`config.mk`:
```
export PLATFORM = sky130hd
export DESIGN_NAME = mem_arbiter
export DESIGN_NICKNAME = d
export VERILOG_FILES = /design/src/rtl/mem_arbiter_pkg.sv /design/src/rtl/mem_arbiter.sv
export SDC_FILE = /design/constraint.sdc
export NUM_CORES = 1
export LEC_CHECK = 0
export BUFFER_PORTS_ARGS = -buffer_cell sky130_fd_sc_hd__buf_4
export CORE_ASPECT_RATIO = 1.1
export CORE_MARGIN = 2
export CORE_UTILIZATION = 31
export CTS_BUF_LIST = sky130_fd_sc_hd__clkbuf_4
export CTS_CLUSTER_DIAMETER = 200
export DETAILED_ROUTE_END_ITERATION = 12
export PLACE_DENSITY = 0.56
export SYNTH_ARGS = -nofsm -noshare
export SYNTH_HDL_FRONTEND = slang
export SYNTH_SLANG_ARGS = --single-unit
```
`constraint.sdc`:
```
create_clock -name clk -period 2.8 [get_ports clk]
set_clock_uncertainty 0.15 [all_clocks]
set_input_delay 0.28 -clock clk [delete_from_list [all_inputs] [get_ports clk]]
set_output_delay 0.28 -clock clk [all_outputs]
set_load 0.01 [all_outputs]
```
`src/rtl/mem_arbiter_pkg.sv`:
```
// Shared types and helpers for the IF/MEM byte-port arbiter: state encoding,
// access-width codes and the byte-lane / load-extension functions.
package mem_arbiter_pkg;

  localparam int ADDR_W_DEFAULT = 17;

  localparam logic [1:0] MEM_WIDTH_BYTE = 2'b00;
  localparam logic [1:0] MEM_WIDTH_HALF = 2'b01;
  localparam logic [1:0] MEM_WIDTH_WORD = 2'b10;

  typedef enum logic [1:0] {
    ARB_IDLE = 2'd0,
    ARB_XFER = 2'd1,
    ARB_TAIL = 2'd2,
    ARB_DONE = 2'd3
  } arb_state_e;

  // Number of byte beats for an access width; the reserved code 11 is a word.
  function automatic logic [2:0] width_len(input logic [1:0] width);
    logic [2:0] len;
    case (width)
      MEM_WIDTH_BYTE: len = 3'd1;
      MEM_WIDTH_HALF: len = 3'd2;
      default:        len = 3'd4;
    endcase
    return len;
  endfunction

  function automatic logic [7:0] word_byte(input logic [31:0] w, input logic [1:0] idx);
    logic [7:0] b;
    case (idx)
      2'd0:    b = w[7:0];
      2'd1:    b = w[15:8];
      2'd2:    b = w[23:16];
      default: b = w[31:24];
    endcase
    return b;
  endfunction

  function automatic logic [31:0] set_lane(input logic [31:0] w, input logic [1:0] idx,
                                           input logic [7:0] b);
    logic [31:0] r;
    r = w;
    case (idx)
      2'd0:    r[7:0]   = b;
      2'd1:    r[15:8]  = b;
      2'd2:    r[23:16] = b;
      default: r[31:24] = b;
    endcase
    return r;
  endfunction

  // Narrow loads are zero- or sign-extended; word loads pass through.
  function automatic logic [31:0] load_extend(input logic [31:0] w, input logic [1:0] width,
                                              input logic sext);
    logic [31:0] r;
    case (width)
      MEM_WIDTH_BYTE: r = sext ? {{24{w[7]}}, w[7:0]} : {24'h000000, w[7:0]};
      MEM_WIDTH_HALF: r = sext ? {{16{w[15]}}, w[15:0]} : {16'h0000, w[15:0]};
      default:        r = w;
    endcase
    return r;
  endfunction

endpackage

```
`src/rtl/mem_arbiter.sv`:
```
// Arbitrates the single byte-wide RAM port between instruction fetch and the
// data stage, serialising 8/16/32-bit accesses into little-endian byte beats.
module mem_arbiter
  import mem_arbiter_pkg::*;
#(
  parameter int ADDR_W = ADDR_W_DEFAULT
) (
  input  logic              clk,
  input  logic              rst,
  input  logic              if_req,
  input  logic [31:0]       if_addr,
  output logic [31:0]       if_rdata,
  output logic              if_done,
  input  logic              mem_req,
  input  logic              mem_we,
  input  logic [1:0]        mem_width,
  input  logic              mem_sext,
  input  logic [31:0]       mem_addr,
  input  logic [31:0]       mem_wdata,
  output logic [31:0]       mem_rdata,
  output logic              mem_done,
  output logic              stallreq_if,
  output logic              stallreq_mem,
  output logic [ADDR_W-1:0] ram_addr,
  output logic              ram_wr,
  output logic [7:0]        ram_dout,
  input  logic [7:0]        ram_din
);

  arb_state_e        state_r, state_s;
  logic              grant_mem_s, start_s, last_s;
  logic [1:0]        cnt_nxt_s;
  logic [31:0]       final_s;
  logic              grant_mem_r, prev_mem_r, we_r, sext_r;
  logic [1:0]        width_r, cnt_r;
  logic [2:0]        len_r;
  logic [ADDR_W-1:0] base_r;
  logic [31:0]       wdata_r, buf_r;
  logic              unused_s;

  // Only the low ADDR_W address bits reach the RAM.
  assign unused_s = ^{if_addr[31:ADDR_W], mem_addr[31:ADDR_W]};

  assign stallreq_if  = if_req && !if_done;
  assign stallreq_mem = mem_req && !mem_done;

  // Arbitration decision, beat bookkeeping and next-state logic
  always_comb begin
    grant_mem_s = mem_req && (!if_req || !prev_mem_r);
    start_s     = mem_req || if_req;
    last_s      = ({1'b0, cnt_r} == (len_r - 3'd1));
    cnt_nxt_s   = cnt_r + 2'd1;
    final_s     = set_lane(buf_r, cnt_r, ram_din);
    state_s     = state_r;
    case (state_r)
      ARB_IDLE: begin
        if (start_s) state_s = ARB_XFER;
        else         state_s = ARB_IDLE;
      end
      ARB_XFER: begin
        if (last_s) begin
          if (we_r) state_s = ARB_DONE;
          else      state_s = ARB_TAIL;
        end else begin
          state_s = ARB_XFER;
        end
      end
      ARB_TAIL: state_s = ARB_DONE;
      ARB_DONE: state_s = ARB_IDLE;
      default:  state_s = ARB_IDLE;
    endcase
  end

  // State register
  always_ff @(posedge clk) begin
    if (!rst) state_r <= ARB_IDLE;
    else      state_r <= state_s;
  end

  // Request latch, RAM port drive, read-lane capture and done pulses
  always_ff @(posedge clk) begin
    if (!rst) begin
      grant_mem_r <= 1'b0;
      prev_mem_r  <= 1'b0;
      we_r        <= 1'b0;
      sext_r      <= 1'b0;
      width_r     <= MEM_WIDTH_WORD;
      len_r       <= 3'd4;
      cnt_r       <= 2'd0;
      base_r      <= '0;
      wdata_r     <= 32'h00000000;
      buf_r       <= 32'h00000000;
      ram_addr    <= '0;
      ram_wr      <= 1'b0;
      ram_dout    <= 8'h00;
      if_rdata    <= 32'h00000000;
      mem_rdata   <= 32'h00000000;
      if_done     <= 1'b0;
      mem_done    <= 1'b0;
    end else begin
      case (state_r)
        ARB_IDLE: begin
          if (start_s) begin
            grant_mem_r <= grant_mem_s;
            prev_mem_r  <= grant_mem_s;
            cnt_r       <= 2'd0;
            buf_r       <= 32'h00000000;
            if (grant_mem_s) begin
              we_r     <= mem_we;
              sext_r   <= mem_sext;
              width_r  <= mem_width;
              len_r    <= width_len(mem_width);
              base_r   <= mem_addr[ADDR_W-1:0];
              wdata_r  <= mem_wdata;
              ram_addr <= mem_addr[ADDR_W-1:0];
              ram_wr   <= mem_we;
              ram_dout <= mem_wdata[7:0];
            end else begin
              we_r     <= 1'b0;
              sext_r   <= 1'b0;
              width_r  <= MEM_WIDTH_WORD;
              len_r    <= 3'd4;
              base_r   <= if_addr[ADDR_W-1:0];
              wdata_r  <= 32'h00000000;
              ram_addr <= if_addr[ADDR_W-1:0];
              ram_wr   <= 1'b0;
              ram_dout <= 8'h00;
            end
          end else begin
            ram_wr <= 1'b0;
          end
        end
        ARB_XFER: begin
          // ram_din now carries the byte addressed one beat earlier.
          if (!we_r && (cnt_r != 2'd0)) buf_r <= set_lane(buf_r, cnt_r - 2'd1, ram_din);
          if (last_s) begin
            ram_wr <= 1'b0;
            if (we_r) begin
              mem_done  <= 1'b1;
              mem_rdata <= 32'h00000000;
            end else begin
              mem_done <= 1'b0;
            end
          end else begin
            cnt_r    <= cnt_nxt_s;
            ram_addr <= base_r + ADDR_W'(cnt_nxt_s);
            ram_dout <= word_byte(wdata_r, cnt_nxt_s);
          end
        end
        ARB_TAIL: begin
          if (grant_mem_r) begin
            mem_done  <= 1'b1;
            mem_rdata <= load_extend(final_s, width_r, sext_r);
          end else begin
            if_done  <= 1'b1;
            if_rdata <= final_s;
          end
        end
        ARB_DONE: begin
          if_done   <= 1'b0;
          mem_done  <= 1'b0;
          if_rdata  <= 32'h00000000;
          mem_rdata <= 32'h00000000;
        end
        default: begin
          ram_wr   <= 1'b0;
          if_done  <= 1'b0;
          mem_done <= 1'b0;
        end
      endcase
    end
  end

endmodule

```
# After elaboration in Yosys (flattened, before gate mapping)
# Index checks and enable logic that the tools add are counted.
# classes
n_mul	0
shift	0
addsub	4
mux	51
n_div	0
n_reduce_logical	33
n_eq_ne	23
bitwise	0
magnitude_cmp	0
# ops
op	count
32-bit two-way mux	9
32-bit case mux with 2 select lines	3
32-bit case mux with 3 select lines	1
8-bit two-way mux	11
17-bit two-way mux	3
17-bit case mux with 2 select lines	1
8-bit case mux with 3 select lines	1
4-bit AND reduction	5
17-bit by 2-bit adder with 17-bit output	1
2-bit inequality test, second input constant	8
8-bit case mux with 2 select lines	1
2-bit by 1-bit equality test with 1-bit output, second input constant	6
2-bit logical NOT	6
2-bit equality test, second input constant	5
1-bit two-way mux	10
2-bit two-way mux	4
2-bit case mux with 4 select lines	1
2-bit by 1-bit inequality test with 1-bit output, second input constant	3
3-bit case mux with 2 select lines	1
2-bit AND reduction	3
3-bit AND reduction	2
2-bit nonzero test	3
3-bit OR reduction	2
1-bit logical NOT	5
11 further kinds	16
# word_totals
mem_count	0
mem_bits_rw	0
wordCells	131
regBits	185
latch_bits	0
romBits	0
output_inout_bits	94
inputBits	112

# Logic depth before layout (Yosys ltp)
# depth
word_depth	6
mapped_depth	9
ltp_nobuf	8

# Worst setup path after synthesis
# OpenSTA, ideal clock, no wires.
# synth_timing
path_kind	reg2reg
start	register cnt_r[0]
end	register ram_addr[13]
setup_ns	0.131
path_slack_ns	0.342
stages_incl_launch_ff	9
required_time_ns	2.519
period_less_slack_ns	2.458
n_path_buf	0
t_arrival_ns	2.176
cell_sequence	dfxtp_1 -> inv_1 -> ha_1 -> ha_1 -> a21oi_1 -> or3_1 -> o31a_1 -> o32ai_1 -> a21boi_0
# synth_between
elab_chain_cells	4
word_cells_on_any_way	7
classes_between	add/sub: 2; eq/ne: 2; mux: 2; reduce/logical: 1
# synth_rtl
element	line	text
from (decl)	mem_arbiter.sv:35	logic [1:0] width_r, cnt_r;
from (signal assigned)	mem_arbiter.sv:145	cnt_r <= cnt_nxt_s;
2-bit by 1-bit adder with 2-bit output	mem_arbiter.sv:52	cnt_nxt_s = cnt_r + 2'd1;
17-bit by 2-bit adder with 17-bit output	mem_arbiter.sv:146	ram_addr <= base_r + ADDR_W'(cnt_nxt_s);
17-bit two-way mux	mem_arbiter.sv:136	if (last_s) begin
17-bit case mux with 2 select lines	mem_arbiter.sv:101	case (state_r)
to (signal assigned)	mem_arbiter.sv:115	ram_addr <= mem_addr[ADDR_W-1:0];
to (signal assigned)	mem_arbiter.sv:125	ram_addr <= if_addr[ADDR_W-1:0];
to (signal assigned)	mem_arbiter.sv:146	
to (decl)	mem_arbiter.sv:24	output logic [ADDR_W-1:0] ram_addr,
# Several ways; a longest one is shown, not always the timed one. The select of a mux whose other input is x is not followed.
# A chain may end at the register's enable or synchronous reset.

# Worst setup path after layout
# layout_timing
start	register cnt_r[1]
end	register ram_dout[0]
# layout_between
elab_chain_cells	5
word_cells_on_any_way	10
classes_between	add/sub: 1; eq/ne: 4; mux: 3; reduce/logical: 2
# layout_rtl
element	line	text
2-bit by 1-bit adder with 2-bit output	mem_arbiter.sv:52	
2-bit equality test, or another cell as far along	mem_arbiter_pkg.sv:31	case (idx)
8-bit case mux with 3 select lines	mem_arbiter_pkg.sv:31	
8-bit two-way mux	mem_arbiter.sv:136	
8-bit case mux with 2 select lines	mem_arbiter.sv:101	
to (signal assigned)	mem_arbiter.sv:117	ram_dout <= mem_wdata[7:0];
to (signal assigned)	mem_arbiter.sv:147	ram_dout <= word_byte(wdata_r, cnt_nxt_s);
to (decl)	mem_arbiter.sv:26	output logic [7:0] ram_dout,
# Several ways; a longest one is shown, not always the timed one. The select of a mux whose other input is x is not followed.

==> impl_results.md <==
- Status: finished clean
- Worst-path fanout max: 16
- DRT iter0 DRCs: 428
- Gp weighted congestion: 0.8094
- CP startpoint kind: flip-flop
- Mapped Cells: 957
- Initial antenna violation count: 1
- Final routed DRC violation total: 0
- Pwr Density: 488.2 mW/mm²
- Avg WL per Cell: 15.95 µm
- Drt pass-1 iters: 5
- Most frequent cells in the layout: 204 x buf_4, 185 x dfxtp_1, 130 x nand2_1, 72 x dlygate4sd3_1
- TNS Setup: 0 ns
- Final min period: 2.611 ns
- Core area: 0.02680 mm²
- Top FF cell, synth: dfxtp_1
- Worst vdd ir: 0.0002217 V
- Drt via density: 4.800
- Fmax: 383.0 MHz
- R2R depth: 7
- RSZ-0062 raised after global routing: no
- Synth top area cells: dfxtp_1 44%, mux2i_1 8.5%, nand2_1 5.8%
- Hold crit path type: in -> reg
- Register area share after synthesis: 0.4419
- Total global routing overflow: 0
- Setup bufs post-CTS: 0
- Number of buffers created by CTS: 17
- CTS Buffer Depth: 2
- CTS tree: built
- # IOs: 206
- Initial Util: 0.3127
- Post-Place Cells: 1,446
- Die width: 160.8 µm
- Worst skew pair latency: 0.56 ns
- Clock-pin slew on the worst setup and hold paths: 0.15 ns
- Routed Wire Length: 24.76 mm
- H-tree levels: 4
- Final hold vios: 0
- Slew margin rel.: 0.5088
- Crit path kind: reg -> reg
- Vias in the first global route: 7,351
- Final setup fails: 0
- Synth Net Count: 1,080
- Final period util: 0.9324
- IO buf count: 175
- CTS sink cnt: 185
- Layout area overhead: 32.64%
- Clk root buf: clkbuf_4
- Critical Path AT: 2.92 ns
- Die area: 0.02837 mm²
- Total power: 5.427 mW
- Final non-filler cell total: 1,552
- Cell Area, Synth: 0.008381 mm²
- Leading cell type in the layout, fill and taps excluded: buf_4
- Syn. warnings: 0
- Number of flops mapped to enable cells by yosys: 0
- Leakage dissipation: 4.604 nW
- Share of layout cells above drive strength 1: 0.2104
- CP required: 3.11 ns
- Via count: 7,449
- Yosys top cell by area: dfxtp_1
- Post-DRT Antenna Nets: 0
- Pin count of the biggest net entering global routing: 61
- Maxcap violations: 0
- Yosys cell types: 50
- Gr usage total: 0.1744
- Yosys reg bits: 185
- Hold-critical path depth: 5
- Detailed Place HPWL: 17.09 mm
- Global-route wire length before repair: 39.47 mm
- Die extent in y: 176.4 µm
- Async set-reset flop share out of synthesis: 0
- Post-synth top area share: 0.4419
- Crit path capture type: flip-flop
- Slew of the pin with the lowest slew margin: 0.7368 ns
- Fin. max-slew vios: 0
- # rows: 63
- Mean Syn Cell Area: 8.757 µm²
- Final nets: 1,303
-- critical path: stages, from the launching register on --
cell,delay [ns]
dfxtp_1,0.35
buf_4,0.14
ha_1,0.63
buf_4,0.32
o21ai_0,0.14
a21oi_1,0.16
a21oi_1,0.07
dlygate4sd3_1,0.55
-- through the flow --
stage | hold slack [ns] | cell area, µm² | util | worst slack (ns)
final | 0.05375 | 11120 | 0.4148 | 0.1893
after global routing | 0.007213 | 11120 | 0.4148 | 0.04377
after CTS | 0.0002653 | 11100 | 0.4143 | 0.1115
after detailed placement | 0.2972 | 10120 | 0.3776 | 0.2536
after global placement | 0.2913 | 10120 | 0.3776 | 0.3033
after floorplan | 0.2757 | 8381 | - | 0.3420
-- state kept, by name, indices dropped and copies added (netlist names), 2 cells and up, named ones only --
signal	count
buf_r	32
len_r	3
wdata_r	32
if_rdata	32
base_r	17
ram_dout	8
cnt_r	2
mem_rdata	32
width_r	2
ram_addr	17
-- logic make-up (layout without fill, tap and decap cells) --
group | after synthesis | count (layout) | synth area share
compound gates | 231 | 231 | 0.1813
fa+ha+maj | 11 | 11 | 0.01732
buf+inv | 84 | 320 | 0.04150
simple gates | 357 | 357 | 0.2135
flops | 185 | 185 | 0.4419
mux | 74 | 74 | 0.08883
xor+xnor | 15 | 15 | 0.01568
other cells | 0 | 2 | 0
-- cells in the mapped netlist (2+ instances only) --
| library cell | instances |
|---|---|
| and3_1 | 10 |
| a222oi_1 | 8 |
| a211oi_1 | 4 |
| o32ai_1 | 2 |
| buf_1 | 8 |
| or3_1 | 8 |
| buf_2 | 20 |
| nor3b_1 | 2 |
| clkbuf_1 | 45 |
| and2_1 | 44 |
| o22ai_1 | 5 |
| xor2_1 | 9 |
| nand2b_1 | 3 |
| ha_1 | 10 |
| nor3_1 | 2 |
| nor2b_1 | 66 |
| nand4_1 | 5 |
| a22oi_1 | 29 |
| nand2_1 | 130 |
| dfxtp_1 | 185 |
| nor2_1 | 25 |
| a21boi_1 | 5 |
| a21oi_4 | 3 |
| inv_1 | 9 |
| o211ai_1 | 3 |
| a21oi_1 | 38 |
| a21boi_0 | 47 |
| o211a_1 | 6 |
| nand3_1 | 51 |
| buf_4 | 2 |
| mux2i_1 | 71 |
| mux2_2 | 3 |
| o21ai_0 | 71 |
| nor4_1 | 6 |
| xnor2_1 | 6 |
| o21ai_1 | 2 |
-- area by class of cell --
class / count / area [µm²]
clock inverters: 13 / 120.1
diodes: 2 / 5.005
inverters: 9 / 33.78
flip-flops and latches: 185 / 3704
fillers: 2782 / 15690
multi-input cells: 688 / 4360
well taps: 357 / 446.7
clock buffers: 19 / 142.6
repair buffers: 279 / 2303
-- what timing repair did --
action | in CTS | in global routing
resized for setup | 0 | 2
hold endpoints to repair | 74 | 0
hold buffers | 72 | 0
endpoints found under the setup margin | 0 | 1
-- final timing paths --
path | startpoint | endpoint | slack (ns)
worst max-delay path | cnt_r[1]$_SDFFE_PN0P_ | ram_dout[0]$_SDFFE_PN0P_ | 0.19
worst min-delay path | mem_addr[3] | ram_addr[3]$_SDFFE_PN0P_ | 0.05
worst max register to register | cnt_r[1]$_SDFFE_PN0P_ | ram_dout[0]$_SDFFE_PN0P_ | 0.19
worst min register to register | mem_rdata[3]$_SDFFE_PN0P_ | mem_rdata[3]$_SDFFE_PN0P_ | 0.31
-- per-layer routing --
layer,up-vias,track usage,wire length [µm]
met5,-,0,0
met4,0,0.04576,286
met3,20,0.03618,1163
met2,170,0.3051,12160
met1,3492,0.2188,11150
li1,3767,-,-
-- power breakdown --
group / switching, mW / total [mW] / internal (mW) / leakage [nW]
Combinational: 0.584 / 1.11 / 0.529 / 2.95
Clock: 0.973 / 1.45 / 0.473 / 0.147
Sequential: 0.0993 / 2.87 / 2.77 / 1.51
Power figures use the tool's default switching activity.
